[src/rtl/alu_seq_pkg.sv]
// alu_seq_pkg: shared states, ALU opcodes and mode constants for alu_op_sequencer
package alu_seq_pkg;
  typedef enum logic [1:0] {IDLE = 2'd0, GET_B = 2'd1, EXEC = 2'd2, OUT = 2'd3} state_t;
  localparam logic [3:0] OP_ADD     = 4'b1001;
  localparam logic [3:0] OP_SUB_BA  = 4'b0110;
  localparam logic [3:0] OP_AND     = 4'b1011;
  localparam logic [3:0] OP_NOT_B   = 4'b0101;
  localparam logic [3:0] OP_PASS_B0 = 4'b1010;
  localparam logic [3:0] OP_PASS_B1 = 4'b0100;
  localparam logic MODE_ARITH = 1'b1;
  localparam logic MODE_PASS  = 1'b0;
endpackage

[src/rtl/alu_op_sequencer.sv]
// alu_op_sequencer: collects A/B words, drives the external ALU, captures its result; ALU_SEQ_CHAIN_EN adds result chaining
module alu_op_sequencer
  import alu_seq_pkg::*;
#(
  parameter int DATA_W = 8
) (
  input  logic              clk,
  input  logic              rst_n,
  input  logic              in_valid,
  output logic              in_ready,
  input  logic [DATA_W-1:0] in_data,
  input  logic [3:0]        in_op,
  input  logic              in_m,
`ifdef ALU_SEQ_CHAIN_EN
  input  logic              in_chain,
`endif
  output logic [DATA_W-1:0] alu_a,
  output logic [DATA_W-1:0] alu_b,
  output logic [3:0]        alu_s,
  output logic              alu_m,
  input  logic [DATA_W-1:0] alu_t,
  input  logic              alu_cf,
  input  logic              alu_zf,
  output logic              out_valid,
  input  logic              out_ready,
  output logic [DATA_W-1:0] out_t,
  output logic              out_cf,
  output logic              out_zf,
  output logic              busy
);
  state_t state, state_nx;
  logic chain;
`ifdef ALU_SEQ_CHAIN_EN
  assign chain = in_chain;
`else
  assign chain = 1'b0;
`endif
  // next state and handshake outputs; a chained word skips straight to EXEC
  always_comb begin
    in_ready = (state == IDLE) || (state == GET_B);
    busy     = state != IDLE;
    state_nx = state == IDLE  ? (in_valid ? (chain ? EXEC : GET_B) : IDLE) :
               state == GET_B ? (in_valid ? EXEC : GET_B) :
               state == EXEC  ? OUT :
                                (out_ready ? IDLE : OUT);
  end
  // state register
  always_ff @(posedge clk or negedge rst_n)
    if (!rst_n) state <= IDLE;
    else        state <= state_nx;
  // operand registers toward the ALU and result capture from it
  always_ff @(posedge clk or negedge rst_n)
    if (!rst_n) begin
      alu_a     <= '0;
      alu_b     <= '0;
      alu_s     <= '0;
      alu_m     <= 1'b0;
      out_t     <= '0;
      out_cf    <= 1'b0;
      out_zf    <= 1'b0;
      out_valid <= 1'b0;
    end else begin
      if (state == IDLE && in_valid) begin
        alu_s <= in_op;
        alu_m <= in_m;
        alu_a <= chain ? out_t : in_data;
        if (chain) alu_b <= in_data;
      end
      if (state == GET_B && in_valid) alu_b <= in_data;
      if (state == EXEC) begin
        out_t     <= alu_t;
        out_cf    <= alu_cf;
        out_zf    <= alu_zf;
        out_valid <= 1'b1;
      end
      if (state == OUT && out_ready) out_valid <= 1'b0;
    end
endmodule

[config.mk]
export PLATFORM = sky130hd
export DESIGN_NAME = alu_op_sequencer
export DESIGN_NICKNAME = d
export VERILOG_FILES = /design/src/rtl/alu_seq_pkg.sv /design/src/rtl/alu_op_sequencer.sv
export SDC_FILE = /design/constraint.sdc
export NUM_CORES = 1
export LEC_CHECK = 0
export CAP_MARGIN = 20
export CORE_ASPECT_RATIO = 0.6
export CORE_MARGIN = 3
export CORE_UTILIZATION = 40
export DETAILED_ROUTE_END_ITERATION = 7
export GPL_TIMING_DRIVEN = 0
export PLACE_DENSITY = 0.81
export SYNTH_ARGS = -nofsm -noshare
export SYNTH_HDL_FRONTEND = slang
export SYNTH_SLANG_ARGS = --single-unit
[constraint.sdc]
create_clock -name clk -period 1.6 [get_ports clk]
set_input_delay 0.16 -clock clk [delete_from_list [all_inputs] [get_ports clk]]
set_output_delay 0.16 -clock clk [all_outputs]
set_load 0.05 [all_outputs]
==> results of run 1 <==
-- metrics by stage --
stage               instance area (um2)  hold slack (ns)  setup WS, ns  cells  utilization (%)
global placement                   1967           0.4628       -0.2366    180            65.50
CTS                                2034           0.4932      -0.03912    188            67.75
detailed placement                 1962           0.2600      -0.09415    180            65.33
global route                       2079           0.4928      0.003462    188            69.25
floorplan                          1314          -0.1356        0.2793     78                -
finish                             2079           0.4952       0.02599    188            69.25
-- per-layer routing --
layer	routed length, um	vias to the layer above
li1	-	408
met1	1182	444
met2	1430	33
met3	225	2
met4	29	0
met5	0	-
-- area by class of cell --
cell class | count | area share, %
timing repair buffer | 61 | 30.63
tap | 42 | 2.527
buffer | 2 | 1.083
clock buffer | 7 | 3.670
multi-input combinational | 41 | 21.00
inverter | 1 | 0.1805
sequential | 34 | 40.91
-- cells by family after synthesis --
kind of cell	Yosys count	synth area share, %
xor gates and xnor gates	1	0.6668
and+or+nand+nor	6	4.286
AOI/OAI and AO/OA	2	0.9522
muxes	32	27.33
DFF	34	64.76
buffers and inverters	3	2.000
-- final timing paths --
check / endpoint / slack (ns) / cells after the start
min in group clk: out_valid / 0.50 / 1
min: out_t[3] / 0.50 / 2
max in group asynchronous: out_t[2] / 0.63 / 2
min reg2reg: out_valid / 0.50 / 1
max reg2reg: alu_s[1] / 0.16 / 3
max: out_t[1] / 0.03 / 1
-- Yosys cell counts --
| cell | n |
|---|---|
| inv_1 | 1 |
| and2_2 | 1 |
| dfrtp_1 | 34 |
| nor3b_4 | 1 |
| nor2b_2 | 1 |
| nand2_1 | 1 |
| a21o_1 | 1 |
| nand3b_2 | 1 |
| buf_6 | 2 |
| o21ai_0 | 1 |
| xnor2_1 | 1 |
| mux2_2 | 31 |
| mux2i_1 | 1 |
| or2_2 | 1 |
-- registers in the layout, indices dropped and copies added, names as in the netlist --
register	count
alu_a	8
alu_b	8
out_t	8
alu_s	4
state	2
alu_m	1
out_cf	1
out_valid	1
out_zf	1
-- repair_timing --
action	in CTS	in global routing
setup endpoints to repair	11	21
gates resized for setup	11	22
hold buffers	1	0
hold endpoints to repair	34	0
pin swaps	0	0
==> summary.txt, run 1 <==
Clock network
  – Clock Path Buffers: 2
  – CTS tree: done
  – Total CTS buffers: 5
  – Clk sink count: 34
  – Clock Latency Late Sink: 0.27 ns
  – Post-CTS setup buffers: 0
  – Clk slew on worst S/H paths: 0.06 ns
  – CTS HTree Levels: 2
  – CTS root buffer: clkbuf_8

Synth
  – Cell Area, Synth: 1314 um2
  – Yosys warns: 0
  – Syn avg cell area: 16.84 um2
  – Area contributors post-synth: dfrtp_1 65%, mux2_2 27%, buf_6 1.7%, nor3b_4 1.4%, nand3b_2 0.86%
  – Synth top area share: 64.76%
  – Seq cells post-synth: 34
  – Syn_nets: 105
  – Post-synth cell types: 14
  – Synth area leader: dfrtp_1
  – Mapped Cells: 78
  – Register area share after synthesis: 64.76%

Finish
  – Most frequent cells in the layout: 34 x dfrtp_1, 31 x mux2_2, 29 x clkdlybuf4s50_1, 19 x dlymetal6s2s_1, 9 x dlygate4sd2_1
  – ANT cells: 0
  – Area grow syn2layout: 58.29%
  – Most common cell after layout, fill and taps aside: dfrtp_1
  – Nets: 173
  – Share of cells above drive strength 1: 30.82%
  – # fillers: 216
  – Seq. cell area: 850.8 um2
  – Area occupied by multi-input gates: 436.7 um2

Floorplan
  – Die area: 4030 um2
  – Chip Height: 50.39 um
  – Initial Util: 43.75%
  – Row cnt: 15
  – Core Area: 3003 um2
  – I/O pins: 61
  – Die Wd: 79.99 um

GRT
  – Gr busiest metal: met2
  – Met2 Usage GRT: 25.41%
  – Antenna violations before repair: 0
  – Vias in the first global route: 998
  – First-pass GRT wire length: 4761 um
  – Grt ovf: 0
  – Met3 Use GR: 6.989%
  – All-layer global routing usage: 15.39%
  – Met1 Track Usage GR: 18.55%
  – Pin count of the biggest net entering global routing: 35

STA
  – Final min period: 1.574 ns
  – Max Clock Skew: 0.002635 ns
  – Slew HR: 50.61%
  – Fmax: 635.3 MHz
  – Final hold viol count: 0
  – Setup violators final: 0
  – RSZ-0062 raised after global routing: no
  – Final Max Slew Viols: 0
  – Fin Setup TNS: 0 ns
  – Worst slew pin tran: 0.7408 ns
  – Tcrit/Tclk final: 98.38%

Placed design
  – IO buf count: 60
  – Placer Congestion: 0.6453
  – HPWL Detailed: 2114 um

Worst setup path
  – Worst-path fanout max: 2
  – Data arrival time of the worst path: 1.41 ns
  – Worst-path cell chain: clkdlybuf4s50_1
  – Setup CP Type: reg -> out
  – Slowest library cell on the worst path: clkdlybuf4s50_1
  – Crit path capture type: output port
  – Slowest cell delay on critical path: 0.80 ns
  – Setup crit start: out_t[1]
  – Worst Path Required: 1.44 ns
  – Worst path buffer plus inverter count: 1
  – Startpoint Class: flip-flop
  – R2r startpoint: state[0]
  – Critical path's top delay family: buffers and inverters

Detailed routing
  – Post-DR vias/cell: 4.718
  – Remaining DRCs: 0
  – 1st-iter DRT viols: 15
  – Post-route ant nets: 0
  – First drt pass iteration count: 3
  – Final wirelength: 2868 um
  – Vias: 887
  – Drt wl/cell: 15.26 um

Min path
  – Hold crit path type: in -> async

Job
  – MaxCap Viol Count: 0

Status
  – Status: finished clean
Power of run 1 is left out: the tool's default activity adds up to more than one toggle a clock period on the data nets, which glitch-free logic cannot reach.
==> run 2, diff against run 1 <==
--- a/config.mk
+++ b/config.mk
@@ -12,6 +12,7 @@
 export DETAILED_ROUTE_END_ITERATION = 7
 export GPL_TIMING_DRIVEN = 0
 export PLACE_DENSITY = 0.81
+export SLEW_MARGIN = 0
 export SYNTH_ARGS = -nofsm -noshare
 export SYNTH_HDL_FRONTEND = slang
 export SYNTH_SLANG_ARGS = --single-unit
==> results of run 2 <==
The final DEF is identical to that of run 1; final timing and power are the same.
Power of run 2 is left out for the same reason.
==> run 3, diff against run 2 <==
--- a/config.mk
+++ b/config.mk
@@ -8,10 +8,11 @@
 export CAP_MARGIN = 20
 export CORE_ASPECT_RATIO = 0.6
 export CORE_MARGIN = 3
-export CORE_UTILIZATION = 40
+export CORE_UTILIZATION = 42
+export CTS_BUF_LIST = sky130_fd_sc_hd__clkbuf_8
 export DETAILED_ROUTE_END_ITERATION = 7
 export GPL_TIMING_DRIVEN = 0
-export PLACE_DENSITY = 0.81
+export PLACE_DENSITY = 0.84
 export SLEW_MARGIN = 0
 export SYNTH_ARGS = -nofsm -noshare
 export SYNTH_HDL_FRONTEND = slang
==> run 3 against run 2 <==
Net effect:
- via count fell by 1.9%
- register-to-register slack is essentially flat
- cell count is 0.53% higher
- die area fell by 4.3%
- worst setup slack better by 0.12 ns
- sequential share of layout area rose by 0.73 points
- clock skew up 0.0032 ns
- critical endpoint is now busy
- highest routed layer unchanged
==> summary.txt, run 3 (same netlist as run 1, synthesis figures left out) <==
Detailed routing
  – Post-route ant nets: 0
  – Post-DR vias/cell: 4.603
  – Final wirelength: 2794 um
  – Remaining DRCs: 0
  – Vias: 870
  – 1st-iter DRT viols: 22
  – Drt wl/cell: 14.78 um
  – First drt pass iteration count: 2

GRT
  – All-layer global routing usage: 16.03%
  – Antenna violations before repair: 0
  – First-pass GRT wire length: 4554 um
  – Met3 Use GR: 7.380%
  – Met2 Usage GRT: 26.70%
  – Vias in the first global route: 952
  – Grt ovf: 0
  – Pin count of the biggest net entering global routing: 35
  – Met1 Track Usage GR: 17.34%
  – Gr busiest metal: met2

Finish
  – Most frequent cells in the layout: 34 x dfrtp_1, 31 x mux2_2, 25 x clkdlybuf4s50_1, 24 x dlygate4sd2_1, 8 x dlymetal6s2s_1
  – Leading registers by flop count: alu_a: 8 flops, alu_b: 8 flops, out_t: 8 flops
  – Share of cells above drive strength 1: 32.65%
  – Nets: 173
  – ANT cells: 0
  – Non-filler instance count after layout: 189
  – Most common cell after layout, fill and taps aside: dfrtp_1
  – Area grow syn2layout: 55.52%

Worst setup path
  – Worst Path Required: 1.44 ns
  – Startpoint Class: flip-flop
  – Data arrival time of the worst path: 1.30 ns
  – Crit path capture type: output port
  – Worst-path fanout max: 6
  – Setup CP Type: reg -> out
  – Worst-path cell chain: or2_2 > clkbuf_2
  – Slowest cell delay on critical path: 0.47 ns
  – Slowest library cell on the worst path: dfrtp_1

STA
  – Fin Setup TNS: 0 ns
  – RSZ-0062 raised after global routing: no
  – Max Clock Skew: 0.005883 ns
  – Worst slew pin tran: 0.7261 ns
  – Min Hold Slack: 0.4765 ns
  – Final Max Slew Viols: 0
  – Tcrit/Tclk final: 91.01%
  – Fmax: 686.7 MHz
  – Final WS setup: 0.1438 ns
  – Final hold viol count: 0
  – Final min period: 1.456 ns
  – Slew HR: 51.60%
  – Setup violators final: 0

Floorplan
  – Row cnt: 15
  – Chip Height: 49.32 um
  – I/O pins: 61
  – Die Wd: 78.21 um
  – Core Area: 2928 um2
  – Die area: 3857 um2
  – Initial Util: 44.87%

Placed design
  – HPWL Detailed: 2160 um
  – IO buf count: 60
  – Placer Congestion: 0.6898
  – Post-place setup slack: -0.1091 ns
  – DP Cell Count: 180

Clock network
  – Post-CTS setup buffers: 0
  – Clk sink count: 34
  – Total CTS buffers: 5
  – Clock Latency Late Sink: 0.28 ns
  – CTS tree: done
  – CTS root buffer: clkbuf_8
  – Clock Path Buffers: 2
  – Clk slew on worst S/H paths: 0.07 ns
  – CTS HTree Levels: 2

Job
  – MaxCap Viol Count: 0

Min path
  – Hold crit path type: in -> async

Status
  – Status: finished clean
==> run 3: changes by cell type in the layout (fill, tap and decap cells not counted), sizes merged <==
| cell | previous run | this run |
|---|---|---|
| dlymetal6s2s | 19 | 8 |
| clkdlybuf4s15 | 1 | 0 |
| inv | 1 | 2 |
| dlygate4sd2 | 9 | 24 |
| clkinv | 0 | 1 |
| clkdlybuf4s50 | 29 | 25 |
==> run 3: worst paths after layout <==
path	start	to	slack, ns	cells after the start
worst max-delay path	state[0]	busy	0.14	2
worst min-delay path	rst_n	alu_b[5]	0.48	2
worst max register to register	state[0]	alu_a[5]	0.15	3
worst min register to register	out_valid	out_valid	0.48	1
max in group asynchronous	rst_n	out_t[3]	0.66	2
min in group clk	out_valid	out_valid	0.48	1
==> run 3: worst max-delay path, delay by kind of cell (launching register included) <==
kind                   cells  cell delay (ns)
DFF                        1             0.47
and+or+nand+nor            1             0.31
buffers and inverters      1             0.24
==> run 3: per-layer routing <==
layer / up-vias / wire, um
met5: - / 0
met4: 0 / 36
met3: 5 / 239
met2: 31 / 1386
met1: 423 / 1132
li1: 411 / -
==> run 3: through the flow <==
stage                     area (um2)  utilization [%]
after floorplan                 1314                -
after global placement          1967            67.18
after detailed placement        1962            67.01
after CTS                       2031            69.36
after global routing            2043            69.79
final                           2043            69.79
==> run 3: repair_timing <==
action | CTS | global route
hold buffers | 1 | 0
endpoints found under the hold margin | 34 | 0
setup endpoints to repair | 26 | 10
resized for setup | 26 | 12
==> run 3: area by class of cell <==
cell class | instances | area [um2]
buffer | 2 | 22.52
clock inverter | 2 | 8.758
timing repair buffer | 61 | 585.6
multi-input combinational | 41 | 436.7
fill | 223 | 884.6
sequential | 34 | 850.8
clock buffer | 6 | 82.58
tap | 42 | 52.55
inverter | 1 | 3.754
Power of run 3 is left out for the same reason.
